$ cat config.mk
export PLATFORM = sky130hd
export DESIGN_NAME = lsu_mem_adapter
export DESIGN_NICKNAME = d
export VERILOG_FILES = /design/src/rtl/lsu_pkg.sv /design/src/rtl/lsu_align.sv /design/src/rtl/lsu_mem_adapter.sv
export SDC_FILE = /design/constraint.sdc
export NUM_CORES = 1
export LEC_CHECK = 0
export CORE_MARGIN = 2
export CORE_UTILIZATION = 51
export DETAILED_ROUTE_END_ITERATION = 8
export GPL_TIMING_DRIVEN = 0
export PLACE_DENSITY = 0.83
export SLEW_MARGIN = 20
export SYNTH_ARGS = -nofsm -noshare
export SYNTH_HDL_FRONTEND = slang
export SYNTH_SLANG_ARGS = --single-unit
$ cat constraint.sdc
create_clock -name i_clk -period 4.2 [get_ports i_clk]
set_clock_uncertainty 0.15 [all_clocks]
set_input_delay 0.84 -clock i_clk [delete_from_list [all_inputs] [get_ports i_clk]]
set_output_delay 0.84 -clock i_clk [all_outputs]
set_load 0.05 [all_outputs]
$ cat src/rtl/lsu_pkg.sv
// Shared types and constants for the load/store memory adapter.
// Used by lsu_align and lsu_mem_adapter.
package lsu_pkg;

    typedef enum logic [1:0] {
        SZ_B = 2'b00,
        SZ_H = 2'b01,
        SZ_W = 2'b10,
        SZ_X = 2'b11
    } size_e;

    typedef enum logic [2:0] {
        IDLE,
        LD_RD,
        LD_WAIT,
        RMW_RD,
        RMW_WAIT,
        ST_WR,
        RESP
    } state_e;

    localparam logic [2:0]  BYTES_B   = 3'd1;
    localparam logic [2:0]  BYTES_H   = 3'd2;
    localparam logic [2:0]  BYTES_W   = 3'd4;
    localparam logic [31:0] LANE_B    = 32'h0000_00FF;
    localparam logic [31:0] LANE_H    = 32'h0000_FFFF;
    localparam logic [31:0] LANE_W    = 32'hFFFF_FFFF;

    function automatic logic [2:0] size_bytes(input size_e sz);
        case (sz)
            SZ_B:    return BYTES_B;
            SZ_H:    return BYTES_H;
            default: return BYTES_W;
        endcase
    endfunction

endpackage

$ cat src/rtl/lsu_align.sv
// Combinational lane logic: load extract/extend and sub-word store merge.
// The offset must already be aligned to the access size.
module lsu_align
    import lsu_pkg::*;
(
    input  logic [31:0] rdata,
    input  logic [1:0]  offset,
    input  size_e       size,
    input  logic        is_unsigned,
    input  logic [31:0] wdata,
    output logic [31:0] ld_result,
    output logic [31:0] merged
);

    logic [4:0]  shamt;
    logic [31:0] shifted;
    logic [31:0] lane_mask;

    assign shamt = {offset, 3'b000};

    always_comb begin
        shifted   = rdata >> shamt;
        ld_result = shifted;
        case (size)
            SZ_B:    ld_result = {{24{shifted[7] & ~is_unsigned}}, shifted[7:0]};
            SZ_H:    ld_result = {{16{shifted[15] & ~is_unsigned}}, shifted[15:0]};
            default: ld_result = shifted;
        endcase
    end

    // Old word keeps every byte outside the addressed lanes.
    always_comb begin
        case (size)
            SZ_B:    lane_mask = LANE_B << shamt;
            SZ_H:    lane_mask = LANE_H << shamt;
            default: lane_mask = LANE_W;
        endcase
        merged = (rdata & ~lane_mask) | ((wdata << shamt) & lane_mask);
    end

endmodule

$ cat src/rtl/lsu_mem_adapter.sv
// Load/store adapter between the MEM stage and a word-wide, 1-cycle-latency data memory.
// Define LSU_ERR_CHECK_EN to enable misalignment, size and range error checking.
module lsu_mem_adapter
    import lsu_pkg::*;
#(
    parameter int unsigned MEM_BYTES = 512
) (
    input  logic        i_clk,
    input  logic        i_rst_n,
    input  logic        i_req_valid,
    output logic        o_req_ready,
    input  logic        i_req_we,
    input  logic [1:0]  i_req_size,
    input  logic        i_req_unsigned,
    input  logic [31:0] i_req_addr,
    input  logic [31:0] i_req_wdata,
    output logic        o_resp_valid,
    output logic [31:0] o_resp_rdata,
    output logic        o_resp_err,
    output logic        o_mem_ren,
    output logic        o_mem_wren,
    output logic [31:0] o_mem_addr,
    output logic [31:0] o_mem_wdata,
    input  logic [31:0] i_mem_rdata
);

    if (MEM_BYTES < 4 || (MEM_BYTES % 4) != 0) begin : g_mem_bytes_check
        $error("lsu_mem_adapter: MEM_BYTES must be a positive multiple of 4");
    end

    state_e      state;
    logic [29:0] word_addr_q;
    logic [31:0] wdata_q;
    size_e       size_q;
    logic [1:0]  off_q;
    logic        unsigned_q;

    size_e       req_size;
    logic [1:0]  req_off;
    logic        req_err;
    logic [31:0] ld_result;
    logic [31:0] merged;

    // Size 11 behaves as a word and offsets snap to the access size, so the
    // lane logic never sees an unaligned half or word.
    always_comb begin
        req_size = size_e'(i_req_size);
        if (req_size == SZ_X) begin
            req_size = SZ_W;
        end
        case (req_size)
            SZ_B:    req_off = i_req_addr[1:0];
            SZ_H:    req_off = {i_req_addr[1], 1'b0};
            default: req_off = 2'b00;
        endcase
    end

`ifdef LSU_ERR_CHECK_EN
    logic [32:0] req_end;

    always_comb begin
        req_end = {1'b0, i_req_addr} + 33'(size_bytes(req_size));
        req_err = (i_req_size == 2'b11)
               || (i_req_size == 2'b01 && i_req_addr[0])
               || (i_req_size == 2'b10 && i_req_addr[1:0] != 2'b00)
               || (req_end > 33'(MEM_BYTES));
    end
`else
    assign req_err = 1'b0;
`endif

    lsu_align u_align (
        .rdata       (i_mem_rdata),
        .offset      (off_q),
        .size        (size_q),
        .is_unsigned (unsigned_q),
        .wdata       (wdata_q),
        .ld_result   (ld_result),
        .merged      (merged)
    );

    assign o_req_ready = (state == IDLE);
    assign o_mem_addr  = {word_addr_q, 2'b00};
    // Gated by reset so an access interrupted by reset never reaches memory.
    assign o_mem_ren   = i_rst_n && (state == LD_RD || state == RMW_RD);
    assign o_mem_wren  = i_rst_n && (state == ST_WR);

    always_ff @(posedge i_clk) begin
        if (!i_rst_n) begin
            state        <= IDLE;
            o_resp_valid <= 1'b0;
            o_resp_rdata <= '0;
            o_resp_err   <= 1'b0;
            o_mem_wdata  <= '0;
            word_addr_q  <= '0;
            wdata_q      <= '0;
            size_q       <= SZ_B;
            off_q        <= 2'b00;
            unsigned_q   <= 1'b0;
        end else begin
            o_resp_valid <= 1'b0;
            case (state)
                IDLE: begin
                    if (i_req_valid) begin
                        word_addr_q <= i_req_addr[31:2];
                        wdata_q     <= i_req_wdata;
                        size_q      <= req_size;
                        off_q       <= req_off;
                        unsigned_q  <= i_req_unsigned;
                        if (req_err) begin
                            state        <= RESP;
                            o_resp_valid <= 1'b1;
                            o_resp_rdata <= '0;
                            o_resp_err   <= 1'b1;
                        end else if (!i_req_we) begin
                            state <= LD_RD;
                        end else if (req_size == SZ_W) begin
                            state       <= ST_WR;
                            o_mem_wdata <= i_req_wdata;
                        end else begin
                            state <= RMW_RD;
                        end
                    end
                end
                LD_RD:    state <= LD_WAIT;
                LD_WAIT: begin
                    state        <= RESP;
                    o_resp_valid <= 1'b1;
                    o_resp_rdata <= ld_result;
                    o_resp_err   <= 1'b0;
                end
                RMW_RD:   state <= RMW_WAIT;
                RMW_WAIT: begin
                    state       <= ST_WR;
                    o_mem_wdata <= merged;
                end
                ST_WR: begin
                    state        <= RESP;
                    o_resp_valid <= 1'b1;
                    o_resp_rdata <= '0;
                    o_resp_err   <= 1'b0;
                end
                RESP:     state <= IDLE;
                default:  state <= IDLE;
            endcase
        end
    end

endmodule

# --- Word level (Yosys, flattened, before mapping) ---
# Index checks and enable logic that the tools add are counted.
totals:
  regBits: 135
  latchBits: 0
  mem_bits_rw: 0
  romBits: 0
  input_bits: 103
  word_cells: 57
  n_memories: 0
op_classes:
  add_sub_neg: 0
  n_mul: 0
  div: 0
  magnitude_cmp: 0
  eq_ne: 12
  n_shift: 4
  muxes: 14
  bitwise_logic: 7
  reduce_logical: 11
op_table:
  columns: ["cell", "n"]
  rows:
  - ["case mux 32 bit (2 select lines)", 4]
  - ["two-way mux 32 bit", 3]
  - ["AND 32 bit", 2]
  - ["NOT 32 bit", 1]
  - ["OR 32 bit", 1]
  - ["left shift 16 x 5 -> 32 bit, first input constant", 1]
  - ["left shift 32 x 5 -> 32 bit", 1]
  - ["left shift 8 x 5 -> 32 bit, first input constant", 1]
  - ["right shift 32 x 5 -> 32 bit", 1]
  - ["case mux 3 bit (5 select lines)", 1]
  - ["two-way mux 3 bit", 3]
  - ["== test 3 x 2 -> 1 bit, second input constant", 2]
  - ["== test 3 bit, second input constant", 2]
  - ["== test 2 x 1 -> 1 bit, second input constant", 2]
  - ["== test 2 bit, second input constant", 2]
  - ["zero test 2 bit", 2]
  - ["inequality test 2 x 1 -> 1 bit, second input constant", 2]
  - ["case mux 2 bit (2 select lines)", 1]
  - ["AND reduction 4 bit", 1]
  - ["nonzero test 2 bit", 2]
  - ["== test 3 x 1 -> 1 bit, second input constant", 1]
  - ["zero test 3 bit", 1]
  - ["AND 1 bit", 2]
  - ["logical AND 1 bit", 2]
  - ["other kinds (7)", 7]

# --- Longest topological paths before layout ---
logic_depth:
  depth_word: 7
  depth_mapped: 8
  depth_no_buf: 4

# --- Hierarchy ---
# A second synthesis with hierarchy kept.
unflattened:
  cells_unflattened: 896
  hier_area_um2: 7123.1
by_module_without_submodules:
  columns: ["module", "n_inst", "cells_per_inst", "area_per_inst_um2"]
  rows:
  - ["lsu_mem_adapter", 1, 686, 5383.9]
  - ["lsu_align", 1, 210, 1739.2]

# --- Least setup slack after synthesis ---
# OpenSTA, ideal clock, no wires.
synth_timing:
  path_kind: "input to output"
  startpoint: "in i_rst_n"
  endpoint: "out o_mem_wren"
  t_arrival_ns: 2.449
  required_ns: 3.210
  setup_slack_ns: 0.761
  path_stages: 4
  path_buffers: 2
  path_cell_list: "clkbuf_1 > buf_1 > nand2_1 > nor3_1"
synth_between:
  elab_chain_cells: 1
synth_lines:
  columns: ["item", "line_no", "rtl"]
  rows:
  - ["start, declared", "lsu_mem_adapter.sv:9", "input logic i_rst_n,"]
  - ["logical AND 1 bit", "lsu_mem_adapter.sv:86", "assign o_mem_wren = i_rst_n && (state == ST_WR);"]
  - ["end, declared", "lsu_mem_adapter.sv:21", "output logic o_mem_wren,"]
# No other way between the ends.

# --- Worst setup path in the final report ---
layout_timing:
  startpoint: "in i_rst_n"
  endpoint: "out o_mem_ren"
layout_between:
  elab_chain_cells: 1
layout_lines:
  columns: ["item", "line_no", "rtl"]
  rows:
  - ["logical AND 1 bit", "lsu_mem_adapter.sv:85", "assign o_mem_ren = i_rst_n && (state == LD_RD || state == RMW_RD);"]
  - ["end, declared", "lsu_mem_adapter.sv:20", "output logic o_mem_ren,"]
# No other way between the ends.

==> impl_metrics.ini <==
[run_status]
status = finished, final reports clean

[floorplanning]
dieArea_um2 = 14330
placement_row_count = 42
die_h_um = 119.7
design.core.area_um2 = 13140
pin_count = 204
initial_core_util_pct = 51.97
chipWidth_um = 119.7

[sta]
final.hold.worst_slack_ps = 298.3
rsz0062_at_grt = no
timing.final.crit_period_ps = 3845
worst-slew-pin-transition_ps = 769.0
final_cycle_utilization_of_the_critical_path_pct = 91.56
slew_violations = 0
fmax_ghz = 0.2601
setup_violations = 0
timing.max_slew.rel_slack_pct = 48.34
final_hold_viol_count = 0
totalNegativeSetupSlack_ps = 0

[detailed_routing]
drt_drc_violations_left = 0
detailroute.via_count = 7109
detail_route.iter0.violations = 756
totalWireLength_um = 23930
wire_per_inst_um = 19.65
via_count_normalized_by_instance_count = 5.837
detail_route.first_pass.iterations = 5
final_antenna_net_count = 0

[logic_synthesis]
synth.top_cells.by_area = sky130_fd_sc_hd__dfxtp_1 (40%), sky130_fd_sc_hd__nand2_1 (9.7%), sky130_fd_sc_hd__mux2i_1 (5.9%), sky130_fd_sc_hd__a21boi_0 (4.2%), sky130_fd_sc_hd__a21boi_1 (4.2%)
synthDominantCellAreaShare_pct = 39.58
synth.distinct_cells = 53
post_synth_inst_count = 810
postSynth.asyncResetShare_pct = 0
post_synth_top_flop = sky130_fd_sc_hd__dfxtp_1
ys_seq_elements = 135
netlist.top_cell.by_area = sky130_fd_sc_hd__dfxtp_1
yosysWarnings = 0
synth_enable_flop_cells = 0
avgSynthCellArea_um2 = 8.429
netlist_area_um2 = 6828
synth-seq-area-share_pct = 39.58

[finish]
antennaDiodeCount = 0
n_fill_cell = 1039
final_cell_mix = sky130_fd_sc_hd__clkdlybuf4s50_1 (199), sky130_fd_sc_hd__nand2_1 (176), sky130_fd_sc_hd__dfxtp_1 (135)
multiInputGateArea_um2 = 3651
layout_area_overhead_pct = 41.03
layout.area.seq_um2 = 2703
layout_commonest_cell = sky130_fd_sc_hd__clkdlybuf4s50_1
final_layout_size_suffix_gt1_share_pct = 8.061
final_net_count = 1133

[clock_network]
clk-insertion-delay-late_ps = 430
hold_buffers = 0
postCtsSetupBuffers = 0
clk_pin_slew_ps = 60
htree_num_levels = 4
clock_path_buffers = 2
numClockSinks = 135
ctsRootBufferMaster = sky130_fd_sc_hd__clkbuf_16
cts-buffers-inserted = 17
cts_tree = done

[worst_setup_path]
rr_endpoint = o_mem_wdata[31]$_SDFFE_PN0P_
worstReg2RegStart = state[2]$_SDFFE_PN0P_
worst-path-max-fanout = 19
ff2ff_setup_slack_ps = 1810
worst-setup-path-type = in2out
timing.critical_path.to_type = output port
worst_case_reg_to_reg_path_depth = 6
signal_arrival_time_at_the_worst_endpoint_ps = 2860
startpoint_type = input port
worstPathRequired_ps = 3210

[grt]
grt_max_degree = 17
number_of_antenna_violations_at_the_first_check_in_global_routing = 0
number_of_global_route_vias_before_repair = 6916
groute.layer.met1.usage_pct = 41.61
track_usage_pct = 33.59
globalRouteOverflowTotal = 0
wire_length_of_the_first_global_routing_pass_um = 36930
grtUsageMet2_pct = 53.79
global_route.peak_usage_layer = met2
globalRouteMet3Util_pct = 9.886

[min_path]
hold_path_depth = 2
worstHoldPathType = reg2reg
hold-path-endpoint = word_addr_q[27]$_SDFFE_PN0P_
min_delay_src = word_addr_q[27]$_SDFFE_PN0P_

[pwr]
static-leakage-power_nw = 3.588
vdd_drop_max_mv = 0.2704
power_density_nw_per_um2 = 445.1

[placed_design]
place_hpwl_um = 18170
portBuffers = 200
global_placer_s_final_weighted_congestion = 0.9665

[flow_run]
cap_violations = 0
==> synth_stat cells (3+ instances only) <==
cell                        count
sky130_fd_sc_hd__inv_1         10
sky130_fd_sc_hd__nand3_1       11
sky130_fd_sc_hd__buf_6         12
sky130_fd_sc_hd__o21a_1         3
sky130_fd_sc_hd__buf_4          6
sky130_fd_sc_hd__nor3b_1        9
sky130_fd_sc_hd__mux2i_1       40
sky130_fd_sc_hd__a41oi_1        8
sky130_fd_sc_hd__o21ai_1       10
sky130_fd_sc_hd__nor2b_1        3
sky130_fd_sc_hd__a21boi_1      38
sky130_fd_sc_hd__nor2_1        15
sky130_fd_sc_hd__buf_2         20
sky130_fd_sc_hd__a21o_1        16
sky130_fd_sc_hd__a221oi_1       8
sky130_fd_sc_hd__a21oi_1       47
sky130_fd_sc_hd__nand3b_1       3
sky130_fd_sc_hd__nor3_1        12
sky130_fd_sc_hd__nand2_1      176
sky130_fd_sc_hd__buf_1          3
sky130_fd_sc_hd__o21ai_0       32
sky130_fd_sc_hd__clkbuf_1      36
sky130_fd_sc_hd__a22o_1         8
sky130_fd_sc_hd__o2bb2ai_1     31
sky130_fd_sc_hd__a31oi_1       18
sky130_fd_sc_hd__a21boi_0      38
sky130_fd_sc_hd__mux2_2        10
sky130_fd_sc_hd__o211ai_1      16
sky130_fd_sc_hd__a211o_1        8
sky130_fd_sc_hd__dfxtp_1      135
==> logic make-up after synthesis <==
family                 count (synthesis)  share of synthesized area, %
AOI/OAI and AO/OA                    284                         29.05
and+or+nand+nor                      248                         16.36
other                                  1                       0.05492
muxes                                 51                         7.898
buffers and inverters                 91                         7.055
DFF                                  135                         39.58
==> registers in the layout, indices dropped and copies added (netlist names) <==
register / count
o_mem_wdata: 32
o_resp_rdata: 32
o_resp_valid: 1
off_q: 2
size_q: 2
state: 3
unsigned_q: 1
wdata_q: 32
word_addr_q: 30
==> layout make-up <==
cell class | count | share of cell area, %
repair buffers | 200 | 20.78
clock inverters | 7 | 0.9745
inverters | 12 | 0.4678
multi-input cells | 586 | 37.92
plain buffers | 78 | 4.509
flip-flops and latches | 135 | 28.07
well taps | 176 | 2.287
clock buffers | 24 | 5.003
==> repair_timing <==
action / CTS / global route
gates resized for setup: 2 / 0
endpoints found under the setup margin: 2 / 1
gates cloned: 0 / 0
==> worst max-delay path, cell delays in order <==
cell and delay [ps]:
sky130_fd_sc_hd__clkdlybuf4s50_1 510, sky130_fd_sc_hd__clkbuf_2 440, sky130_fd_sc_hd__nand2_1 140, sky130_fd_sc_hd__nor2_1 110, sky130_fd_sc_hd__clkdlybuf4s50_1 830
==> how the worst max path moves through the flow <==
stage                     slack (ps)     from          to  depth (start not counted)
after global placement          -240  i_rst_n  o_mem_wren                          6
after detailed placement        -220  i_rst_n  o_mem_wren                          6
after global routing             240  i_rst_n   o_mem_ren                          5
after floorplan                  760  i_rst_n  o_mem_wren                          4
final                            350  i_rst_n   o_mem_ren                          5
after CTS                         50  i_rst_n   o_mem_ren                          6
==> power breakdown <==
group / leakage, nW / switching (mW) / internal [mW]
registers: 1.10 / 0.0858 / 1.41
logic: 2.21 / 0.836 / 0.477
clock network: 0.277 / 0.560 / 0.917
==> per-layer routing <==
layer / vias up / wire [um]
met5: - / 0
met4: 0 / 979
met3: 83 / 2252
li1: 3315 / -
met2: 387 / 10980
met1: 3324 / 9722
==> through the flow <==
step | utilization, % | total power, mW | area (um2) | cells | setup slack (ps)
after floorplan | - | 2.326 | 6835 | 812 | 760.9
after global placement | 68.94 | 2.798 | 9057 | 1188 | -237.1
after detailed placement | 68.94 | 2.812 | 9057 | 1188 | -224.5
after CTS | 73.32 | 4.274 | 9633 | 1219 | 49.72
after global routing | 73.30 | 4.428 | 9629 | 1218 | 240.5
final | 73.30 | 4.286 | 9629 | 1218 | 354.7
Note: power is estimated with default switching activity, not from simulation.
